## src/rtl/rtr_flags_lookup_if.sv

```systemverilog
// rtr_flags_lookup_if: update, lookup request/response and flag-array signals of rtr_flags_lookup.
interface rtr_flags_lookup_if #(
    parameter int num_message_classes  = 2,
    parameter int num_resource_classes = 2,
    parameter int num_ports            = 5,
    parameter int width                = 1
);
    localparam int num_packet_classes = num_message_classes * num_resource_classes;
    logic                                          upd_valid;
    logic [num_ports-1:0]                          upd_op;
    logic [num_packet_classes-1:0]                 upd_pc;
    logic [width-1:0]                              upd_set;
    logic [width-1:0]                              upd_clr;
    logic                                          req_valid;
    logic                                          req_ready;
    logic [num_message_classes-1:0]                req_mc;
    logic [num_ports-1:0]                          req_op;
    logic [num_resource_classes-1:0]               req_orc;
    logic                                          resp_valid;
    logic                                          resp_ready;
    logic [width-1:0]                              resp_flags;
    logic                                          resp_error;
    logic [num_ports*num_packet_classes*width-1:0] flags_op_opc;

    modport master (
        output upd_valid, upd_op, upd_pc, upd_set, upd_clr,
        output req_valid, req_mc, req_op, req_orc, resp_ready,
        input  req_ready, resp_valid, resp_flags, resp_error, flags_op_opc
    );

    modport slave (
        input  upd_valid, upd_op, upd_pc, upd_set, upd_clr,
        input  req_valid, req_mc, req_op, req_orc, resp_ready,
        output req_ready, resp_valid, resp_flags, resp_error, flags_op_opc
    );
endinterface

```

## src/rtl/rtr_flags_lookup.sv

```systemverilog
// rtr_flags_lookup: registered output-VC flag array with set/clear updates and a one-deep lookup response stage.
// Define RTR_FLAGS_LOOKUP_BYPASS_EN to forward same-cycle updates into lookups.
module rtr_flags_lookup #(
    parameter int num_message_classes  = 2,
    parameter int num_resource_classes = 2,
    parameter int num_ports            = 5,
    parameter int width                = 1,
    parameter bit reset_value          = 1'b0
) (
    input logic               clk,
    input logic               reset,
    rtr_flags_lookup_if.slave bus
);
    localparam int npc = num_message_classes * num_resource_classes;
    localparam int nbits = num_ports * npc * width;

    logic [nbits-1:0] flags_q, flags_d, src;
    logic [width-1:0] hits [num_ports*npc];
    logic [width-1:0] sel;
    logic             upd_ok, req_err, accept;
    logic             resp_valid_q, resp_error_q;
    logic [width-1:0] resp_flags_q;

    assign upd_ok  = bus.upd_valid && $onehot(bus.upd_op) && $onehot(bus.upd_pc);
    assign req_err = !($onehot(bus.req_mc) && $onehot(bus.req_op) && $onehot(bus.req_orc));
    assign accept  = bus.req_valid && bus.req_ready;

    for (genvar p = 0; p < num_ports; p++) begin : g_p
        for (genvar c = 0; c < npc; c++) begin : g_c
            localparam int lo = (p * npc + c) * width;
            assign flags_d[lo +: width] = (upd_ok && bus.upd_op[p] && bus.upd_pc[c])
                ? (flags_q[lo +: width] | bus.upd_set) & ~(bus.upd_clr & ~bus.upd_set)
                : flags_q[lo +: width];
            // A one-hot request matches exactly one entry, so the hits can simply be OR-ed
            assign hits[p*npc+c] = (bus.req_op[p] && bus.req_mc[c/num_resource_classes]
                                    && bus.req_orc[c%num_resource_classes]) ? src[lo +: width] : '0;
        end
    end

`ifdef RTR_FLAGS_LOOKUP_BYPASS_EN
    assign src = flags_d;
`else
    assign src = flags_q;
`endif

    always_comb begin
        sel = '0;
        for (int i = 0; i < num_ports * npc; i++) sel = sel | hits[i];
    end

    always_ff @(posedge clk) begin
        if (!reset) begin
            flags_q      <= {nbits{reset_value}};
            resp_valid_q <= 1'b0;
            resp_flags_q <= '0;
            resp_error_q <= 1'b0;
        end else begin
            flags_q <= flags_d;
            if (accept) begin
                resp_valid_q <= 1'b1;
                resp_flags_q <= req_err ? '0 : sel;
                resp_error_q <= req_err;
            end else if (bus.resp_ready) begin
                resp_valid_q <= 1'b0;
            end
        end
    end

    assign bus.req_ready    = !resp_valid_q || bus.resp_ready;
    assign bus.resp_valid   = resp_valid_q;
    assign bus.resp_flags   = resp_flags_q;
    assign bus.resp_error   = resp_error_q;
    assign bus.flags_op_opc = flags_q;
endmodule

```

## src/flat_wrapper.sv

```systemverilog
// flat-port wrapper written by rule: the top's interface ports become plain ports
module rtr_flags_lookup_flat 
#(
    parameter int num_message_classes  = 2,
    parameter int num_resource_classes = 2,
    parameter int num_ports            = 5,
    parameter int width                = 1,
    parameter bit reset_value          = 1'b0
)
  (clk, reset, bus_upd_valid, bus_upd_op, bus_upd_pc, bus_upd_set, bus_upd_clr, bus_req_valid, bus_req_mc, bus_req_op, bus_req_orc, bus_resp_ready, bus_req_ready, bus_resp_valid, bus_resp_flags, bus_resp_error, bus_flags_op_opc);
  rtr_flags_lookup_if #(.num_message_classes(num_message_classes), .num_resource_classes(num_resource_classes), .num_ports(num_ports), .width(width)) bus_i ();
  input logic clk;
  input logic reset;
  input wire logic [$bits(bus_i.upd_valid)-1:0] bus_upd_valid;
  input wire logic [$bits(bus_i.upd_op)-1:0] bus_upd_op;
  input wire logic [$bits(bus_i.upd_pc)-1:0] bus_upd_pc;
  input wire logic [$bits(bus_i.upd_set)-1:0] bus_upd_set;
  input wire logic [$bits(bus_i.upd_clr)-1:0] bus_upd_clr;
  input wire logic [$bits(bus_i.req_valid)-1:0] bus_req_valid;
  input wire logic [$bits(bus_i.req_mc)-1:0] bus_req_mc;
  input wire logic [$bits(bus_i.req_op)-1:0] bus_req_op;
  input wire logic [$bits(bus_i.req_orc)-1:0] bus_req_orc;
  input wire logic [$bits(bus_i.resp_ready)-1:0] bus_resp_ready;
  output wire logic [$bits(bus_i.req_ready)-1:0] bus_req_ready;
  output wire logic [$bits(bus_i.resp_valid)-1:0] bus_resp_valid;
  output wire logic [$bits(bus_i.resp_flags)-1:0] bus_resp_flags;
  output wire logic [$bits(bus_i.resp_error)-1:0] bus_resp_error;
  output wire logic [$bits(bus_i.flags_op_opc)-1:0] bus_flags_op_opc;
  assign bus_i.upd_valid = bus_upd_valid;
  assign bus_i.upd_op = bus_upd_op;
  assign bus_i.upd_pc = bus_upd_pc;
  assign bus_i.upd_set = bus_upd_set;
  assign bus_i.upd_clr = bus_upd_clr;
  assign bus_i.req_valid = bus_req_valid;
  assign bus_i.req_mc = bus_req_mc;
  assign bus_i.req_op = bus_req_op;
  assign bus_i.req_orc = bus_req_orc;
  assign bus_i.resp_ready = bus_resp_ready;
  assign bus_req_ready = bus_i.req_ready;
  assign bus_resp_valid = bus_i.resp_valid;
  assign bus_resp_flags = bus_i.resp_flags;
  assign bus_resp_error = bus_i.resp_error;
  assign bus_flags_op_opc = bus_i.flags_op_opc;
  rtr_flags_lookup #(.num_message_classes(num_message_classes), .num_resource_classes(num_resource_classes), .num_ports(num_ports), .width(width), .reset_value(reset_value)) u_core (.clk(clk), .reset(reset), .bus(bus_i));
endmodule
```

## config.mk

```make
export PLATFORM = sky130hd
export DESIGN_NAME = rtr_flags_lookup_flat
export DESIGN_NICKNAME = d
export VERILOG_FILES = /design/src/rtl/rtr_flags_lookup_if.sv /design/src/rtl/rtr_flags_lookup.sv /design/src/flat_wrapper.sv
export SDC_FILE = /design/constraint.sdc
export NUM_CORES = 1
export LEC_CHECK = 0
export ABC_AREA = 1
export CAP_MARGIN = 15
export CORE_MARGIN = 2
export CORE_UTILIZATION = 30
export CTS_BUF_LIST = sky130_fd_sc_hd__clkbuf_8 sky130_fd_sc_hd__clkbuf_16
export DETAILED_ROUTE_END_ITERATION = 7
export GPL_ROUTABILITY_DRIVEN = 1
export HOLD_SLACK_MARGIN = 0.06
export PLACE_DENSITY = 0.67
export SETUP_SLACK_MARGIN = 0.15
export SLEW_MARGIN = 30
export SYNTH_ARGS = -nofsm -noshare
export SYNTH_HDL_FRONTEND = slang
export SYNTH_SLANG_ARGS = --single-unit
```

## constraint.sdc

```tcl
create_clock -name clk -period 2.3 [get_ports clk]
set_input_delay 0.46 -clock clk [delete_from_list [all_inputs] [get_ports clk]]
set_output_delay 0.46 -clock clk [all_outputs]
set_load 0.02 [all_outputs]
```

### Word level (Yosys, flattened, before mapping)

Cells that the tools add are included.

* register bits: 23
* latch bits: 0
* RAM bits: 0
* ROM bits: 0
* bits of input ports: 25
* output and inout bits: 24
* word-level logic and storage cells: 190
* memories: 0

* add/sub/neg operators: 13
* $mul: 0
* divide/modulo/power cells: 0
* order comparisons: 0
* eq/ne operators: 5
* shift operators: 0
* mux-type cells: 23
* bitwise logic cells: 62
* reductions and logical operators: 64

Operator list (number)
* 1-bit logical AND: 60
* 1-bit bitwise OR: 39
* 1-bit two-way mux: 23
* 1-bit AND: 21
* 1-bit by 1-bit adder with 2-bit output: 8
* 3-bit adder: 3
* 3-bit by 1-bit equality test with 1-bit output (second input constant): 3
* 3-bit by 1-bit adder with 3-bit output: 2
* 2-bit by 1-bit equality test with 1-bit output (second input constant): 2
* 1-bit zero test: 2
* 1-bit inverter: 2
* 2-bit nonzero test: 1
* 1-bit logical OR: 1

### Depth between registers and ports, before layout

* depth after elaboration: 23
* mapped depth: 9
* gate-level depth less buffers: 9

### Worst setup path before layout

Ideal clock, no wire load.

* path kind: input -> register
* from: input port bus_upd_pc[0]
* to: register u_core.flags_q[11], in the netlist u_core.bus.flags_op_opc[11]
* data arrival time: 2.237 ns
* data required time: 2.185 ns
* setup slack: -0.053 ns
* stages on the path: 9
* path through: ha_1 > ha_1 > fa_1 > nor3_2 > nand4_4 > nor2_4 > nand2_1 > o21ai_1 > nor2_1

* word-level cells in the longest chain between the ends: 6

Ends and longest elaborated chain
* from (decl): line flat_wrapper.sv:16 `input wire logic [$bits(bus_i.upd_pc)-1:0] bus_upd_pc;`
* 1-bit by 1-bit adder with 2-bit output (implied by the code): line rtr_flags_lookup.sv:24 `assign upd_ok = bus.upd_valid && $onehot(bus.upd_op) && $onehot(bus.upd_pc);`
* 3-bit adder (implied by the code): line rtr_flags_lookup.sv:24
* 3-bit by 1-bit equality test with 1-bit output: line rtr_flags_lookup.sv:24
* 1-bit logical AND: line rtr_flags_lookup.sv:24
* 1-bit logical AND (2 in series): line rtr_flags_lookup.sv:31 `assign flags_d[lo +: width] = (upd_ok && bus.upd_op[p] && bus.upd_pc[c])`
* to (signal assigned): line rtr_flags_lookup.sv:53 `flags_q <= {nbits{reset_value}};`
* to (signal assigned): line rtr_flags_lookup.sv:58 `flags_q <= flags_d;`
* to (decl): line rtr_flags_lookup.sv:17 `logic [nbits-1:0] flags_q, flags_d, src;`

No other way between the ends.
A chain may end at the register's enable or synchronous reset.

### Worst setup path after layout

* from: input port bus_upd_pc[0]
* to: register u_core.flags_q[1], in the netlist u_core.bus.flags_op_opc[1]

The elaborated chain is that of the path after synthesis.

==> impl_metrics.csv <==
group,metric,value,unit
layout,nets,301,
floorplanning,initial_utilization,31.0,%
sta,hold_viol_final,0,
global_routing,gr-total-overflow,0,
sta,min_period_over_period,95.7,%
power,powerDensity,401,nW/um^2
setup_path,arrival,2.36,ns
routing,wire_per_inst,12.1,microns
routing,drtIter0Drc,76,
setup_path,r2r_cells,5,
setup_path,crit_top_cell,"ha_4",
synth,postSynthCellCount,205,
run_status,outcome,"complete, no violations",
synth,avgSynthCellArea,7.15,sq um
power,p_leak,0.874,nW
place,place_congestion,0.783,
clocking,cts_tree,"yes",
min_path,worstHoldStart,"u_core.bus.resp_flags",
sta,holdWs,0.480,ns
global_routing,antenna_found_initial,0,
synth,ys_warn_count,0,
clocking,cts_root_buf,"clkbuf_8",
clocking,cts_sinks,23,
setup_path,slowest_delay,0.45,ns
synth,yosys.area.top_type_share,31.4,%
routing,drc,0,
clocking,clk_latency,0.27,ns
place,dp.final_hpwl,3.01,mm
synth,synth.cell_area,1470,sq um
clocking,htreeDepth,1,
setup_path,worst-setup-path-type,"in -> reg",
synth,yosysSeqAreaShare,31.4,%
layout,final_area,2240,sq um
setup_path,path_depth,10,
routing,dr.pass1.iters,4,
setup_path,critical_path_required,2.46,ns
sta,skew,0.00411,ns
routing,totalWireLength,4.01,mm
layout,area_growth,52.6,%
synth,async_reset_ff_share,0,%
global_routing,grt_util_all_layers,15.0,%
min_path,holdPathStages,2,
synth,synth.area.top_cells,"dfxtp_1 31%, nand2_1 16%, a31oi_1 8.5%",
synth,synth_flop_cell,"dfxtp_1",
setup_path,rr_endpoint,"u_core.bus.resp_flags",
sta,grt_setup_unrepaired,"yes",
synth,ys_top_cells_by_count,"62 x nand2_1, 23 x dfxtp_1, 20 x a31oi_1, 20 x nor2_1, 20 x o21ai_1",
routing,viasPerCell,4.62,
min_path,hold_path.class,"reg -> reg",
global_routing,grt_pass1_wl,6.35,mm
setup_path,r2r_slack,1.19,ns
setup_path,critical_path.max_fanout,8,
routing,vias,1526,
sta,setup-violations-final,0,
routing,ant_nets,0,
place,port_buffers,48,
min_path,min_to,"u_core.bus.resp_flags",
place,place_area,2100,sq um
synth,yosys.area.top_type,"dfxtp_1",
synth,syn_nets,242,
job,drv_cap,0,
setup_path,crit_slowest_cell,"fa_1",
sta,finalCriticalPeriod,2.20,ns
floorplanning,dieArea,5460,sq um
floorplanning,chipWidth,73.9,microns
global_routing,grt_max_degree,21,
setup_path,reg2reg_from,"u_core.bus.resp_valid",
sta,slew_violations,0,
floorplanning,io-pin-count,49,
setup_path,critPathLaunchType,"input port",
sta,worst_pin_slew,0.390,ns
synth,synth_cell_types,21,
layout,antennaDiodeCount,0,
sta,timing.fmax,454,MHz
setup_path,worstPathCellList,"buf_6, ha_4, ha_4, fa_1, nor3_2, nand4_4, nor2_4, nand2_1, o21ai_1, nor2_1",
layout,register_area,460,sq um
setup_path,cp-end-kind,"flip-flop",
setup_path,crit_family,"adder cells",
synth,synth_edf_count,0,
layout,multi_input_area,990,sq um
layout,drive_gt1_share,17.9,%
power,ir_worst_vdd,0.176,mV
floorplanning,fp.coreArea,4720,sq um
clocking,clockBufferDepth,2,
clocking,numCtsBuffers,3,
setup_path,timing.critical_path.buf_inv,1,
synth,synth_seq_cells,23,
synth,synth.most_common_cell,"nand2_1",
layout,fillers,479,
floorplanning,die_y,73.9,microns
global_routing,grt_pass1_vias,1341,
sta,maxSlewHeadroom,73.9,%
clocking,cts.reportedPaths.clkPinSlew,0.08,ns
floorplanning,row_count,25,
[worst register-to-register path: cells and delay by family, from the launching register on]
family	cells	cell delay (ns)
simple gates	4	0.64
flops	1	0.31
compound gates	1	0.11
[registers in the layout (all words and copies together), names as in the netlist]
| signal | count |
|---|---|
| u_core.bus.resp_flags | 1 |
| u_core.bus.resp_valid | 1 |
| u_core.bus.flags_op_opc | 20 |
| u_core.bus.resp_error | 1 |
[where the power goes]
group	switching, mW	leakage [nW]	internal (mW)
Combinational	0.126	0.661	0.113
Clock	0.131	0.0269	0.119
Sequential	0.00336	0.186	0.403
Total	0.260	0.874	0.636
[worst max-delay path by stage]
stage,startpoint,end,slack (ns)
global placement,bus_upd_pc[1],u_core.bus.flags_op_opc[8],-0.57
floorplan,bus_upd_pc[2],u_core.bus.flags_op_opc[11],0.06
finish,bus_upd_pc[0],u_core.bus.flags_op_opc[1],0.1
detailed placement,bus_upd_pc[2],u_core.bus.flags_op_opc[11],-0.60
global route,bus_upd_pc[3],u_core.bus.flags_op_opc[2],0.02
CTS,bus_upd_pc[1],u_core.bus.flags_op_opc[2],0.02
[per-stage QoR]
| stage | util [%] | setup slack, ns | setup TNS [ns] | cells | power (mW) |
|---|---|---|---|---|---|
| after global placement | 44.5 | -0.568 | -11.62 | 320 | 0.636 |
| after CTS | 46.3 | 0.0200 | 0 | 326 | 0.897 |
| final | 47.3 | 0.0981 | 0 | 330 | 0.896 |
| after global routing | 47.3 | 0.0197 | 0 | 330 | 0.947 |
| after detailed placement | 44.5 | -0.599 | -12.09 | 320 | 0.640 |
| after floorplan | - | 0.0567 | 0 | 205 | 0.542 |
[final cells by class]
type                    instances  area share [%]
clock buffers                   3            1.85
clock inverters                 1           0.168
inverters                      14            2.35
multi-input cells             156            44.3
flip-flops and latches         23            20.6
well taps                      67            3.75
repair buffers                 66            27.0
[routing by layer]
metal	wire (microns)	vias to the layer above	part of all wire (%)	track usage (%)
met5	0	-	0	0
met4	45	0	1.1	4.24
met3	270	5	6.7	2.19
met2	1850	52	46	25.1
met1	1840	673	46	19.8
li1	-	796	-	-
[cell usage in the layout, fill, tap and decap left out, types with 2 or more instances in the layout]
master	instances
inv_1	14
clkbuf_8	3
nor2_4	5
ha_4	5
buf_4	18
a21boi_0	2
xnor2_1	2
buf_2	4
dfxtp_1	23
a21oi_1	2
nand2_1	62
o21ai_0	4
o21ai_1	19
buf_8	2
ha_1	2
fa_1	4
a31oi_1	20
dlygate4sd2_1	5
clkdlybuf4s50_1	34
nor2_1	20
buf_6	2
[timing repair]
action / CTS / global route
hold buffers: 0 / 0
hold endpoints to repair: 0 / 0
buffers inserted: 2 / 4
setup endpoints to repair: 22 / 22
gates resized for setup: 49 / 7
pin swaps: 21 / 16
[cells by family after synthesis]
| family | share of synthesized area (%) |
|---|---|
| and+or+nand+nor | 28.4 |
| xor gates and xnor gates | 1.20 |
| adders and majority gates | 12.8 |
| DFF | 31.4 |
| buffers and inverters | 7.34 |
| AOI/OAI and AO/OA | 18.8 |
(Power assumes the default switching activity.)
==> RTL change: new RTL, same settings <==
`reset_value` is set to 1'b0 in 2 places; all go to 1'b1.
--- a/src/rtl/rtr_flags_lookup.sv
+++ b/src/rtl/rtr_flags_lookup.sv
@@ -7,3 +7,3 @@
     parameter int width                = 1,
-    parameter bit reset_value          = 1'b0
+    parameter bit reset_value          = 1'b1
 ) (
--- a/src/flat_wrapper.sv
+++ b/src/flat_wrapper.sv
@@ -7,3 +7,3 @@
     parameter int width                = 1,
-    parameter bit reset_value          = 1'b0
+    parameter bit reset_value          = 1'b1
 )
Function: changed (Yosys sat finds a counterexample within 4 cycles, from zero or initial values and one cycle with reset low).
==> RTL change against the original RTL <==
Count of clock-buffer cells in the layout stayed put. Worst setup slack better by 37 ps. Critical path type unchanged. Largest cell class unchanged. Power is 3.7% higher. Wire length is 4.2% higher. Clock power is 3% higher. Synthesized area is 0.68% lower. Sequential cell count stayed put. Cell count is 5.2% lower. Combinational power is 10% higher. Via count is 1.8% higher. Sequential share of layout area is 0.44 points lower. Cell area is 2.2% higher. Critical endpoint is now u_core.bus.flags_op_opc[14]. Largest power group unchanged.
==> RTL change: results (changes against the original RTL) <==
crit path DAT 2310 ps (-50 ps); worst vdd rail ir drop 0.234 mV (+33%); mean area per synthesized cell 7.20 um2 (+0.79%); top cells by count, synth nand3_1 (62), nand2_1 (60), dfxtp_1 (23); placed wire-length estimate 3040 um (+1.1%); status complete, no violations; nets 297 (-1.3%); Logic pwr share 28.3% (+1.6 points); Worst Path Max Fanout 7 (-1); Post-Place Setup Slack -595 ps (+4.29 ps); Clock Skew 4.60 ps (+0.484 ps); top cell family by delay on the critical path simple AND/OR/NAND/NOR gates; WL final 4170 um (+4.2%); sequential power 0.408 mW (about the same); post-cts resize count 61 (+24%); CP peak stage delay 470 ps (+20 ps); register area share after synthesis 31.6% (+0.22 points); Unique masters post-synth 19 (-9.5%); Lkg Pwr 1.00 nW (+15%); final cell count without fillers 313 (-5.2%); Synth Area in Compound Gates 3.10% (-16 points); Post-Synth XOR/XNOR Area 1.20% (+0.0082 points); dominant cells by area after synthesis dfxtp_1 (32%), nand3_1 (21%), nand2_1 (15%); met2 Track Usage GR 25.3% (+0.20 points); Area after DPL 2070 um2 (-1.6%); Adder-Cell Fraction of Synth Area 12.9% (+0.088 points); worst slew pin tran 406 ps (+15.8 ps); syn nets 239 (-1.2%); met3 usage 3.98% (+1.8 points); DR WL met2 1890 um (+2.2%); number of global-route vias before repair 1473 (+9.8%); met1 Track Usage GR 23.9% (+4.0 points); Iter 0 DRT Violations 87 (+14%); GP Congestion 0.838 (+7.0%); first-pass GRT wire length 7110 um (+12%); P_sw 0.282 mW (+8.2%); layout cells sized above 1 22.0% (+4.1 points)
RTL change: cell count changes in the layout (fill, tap and decap cells not counted), moves of 3 or more:
cell	delta
nand3_1	+51
a31oi_1	-20
nor2_1	-20
o21ai_1	-19
nand3_2	+9
buf_6	+4
buf_4	-3
RTL change: layout make-up:
class | instances | area (um2)
Timing Repair Buffer | 65 | 607
Tap cell | 54 | 67.6
Inverter | 13 | 48.8
Clock inverter | 1 | 5.00
Sequential cell | 23 | 460
Clock buffer | 3 | 41.3
Fill cell | 475 | 2410
Multi-Input combinational cell | 154 | 1050
RTL change: worst paths after layout:
path | startpoint | end | slack, ps | cells past startpoint
hold / removal | u_core.bus.resp_flags | u_core.bus.resp_flags | 470 | 2
hold reg to reg | u_core.bus.resp_flags | u_core.bus.resp_flags | 470 | 2
setup reg to reg | u_core.bus.resp_valid | u_core.bus.resp_flags | 1150 | 5
setup / recovery | bus_upd_pc[1] | u_core.bus.flags_op_opc[14] | 130 | 10
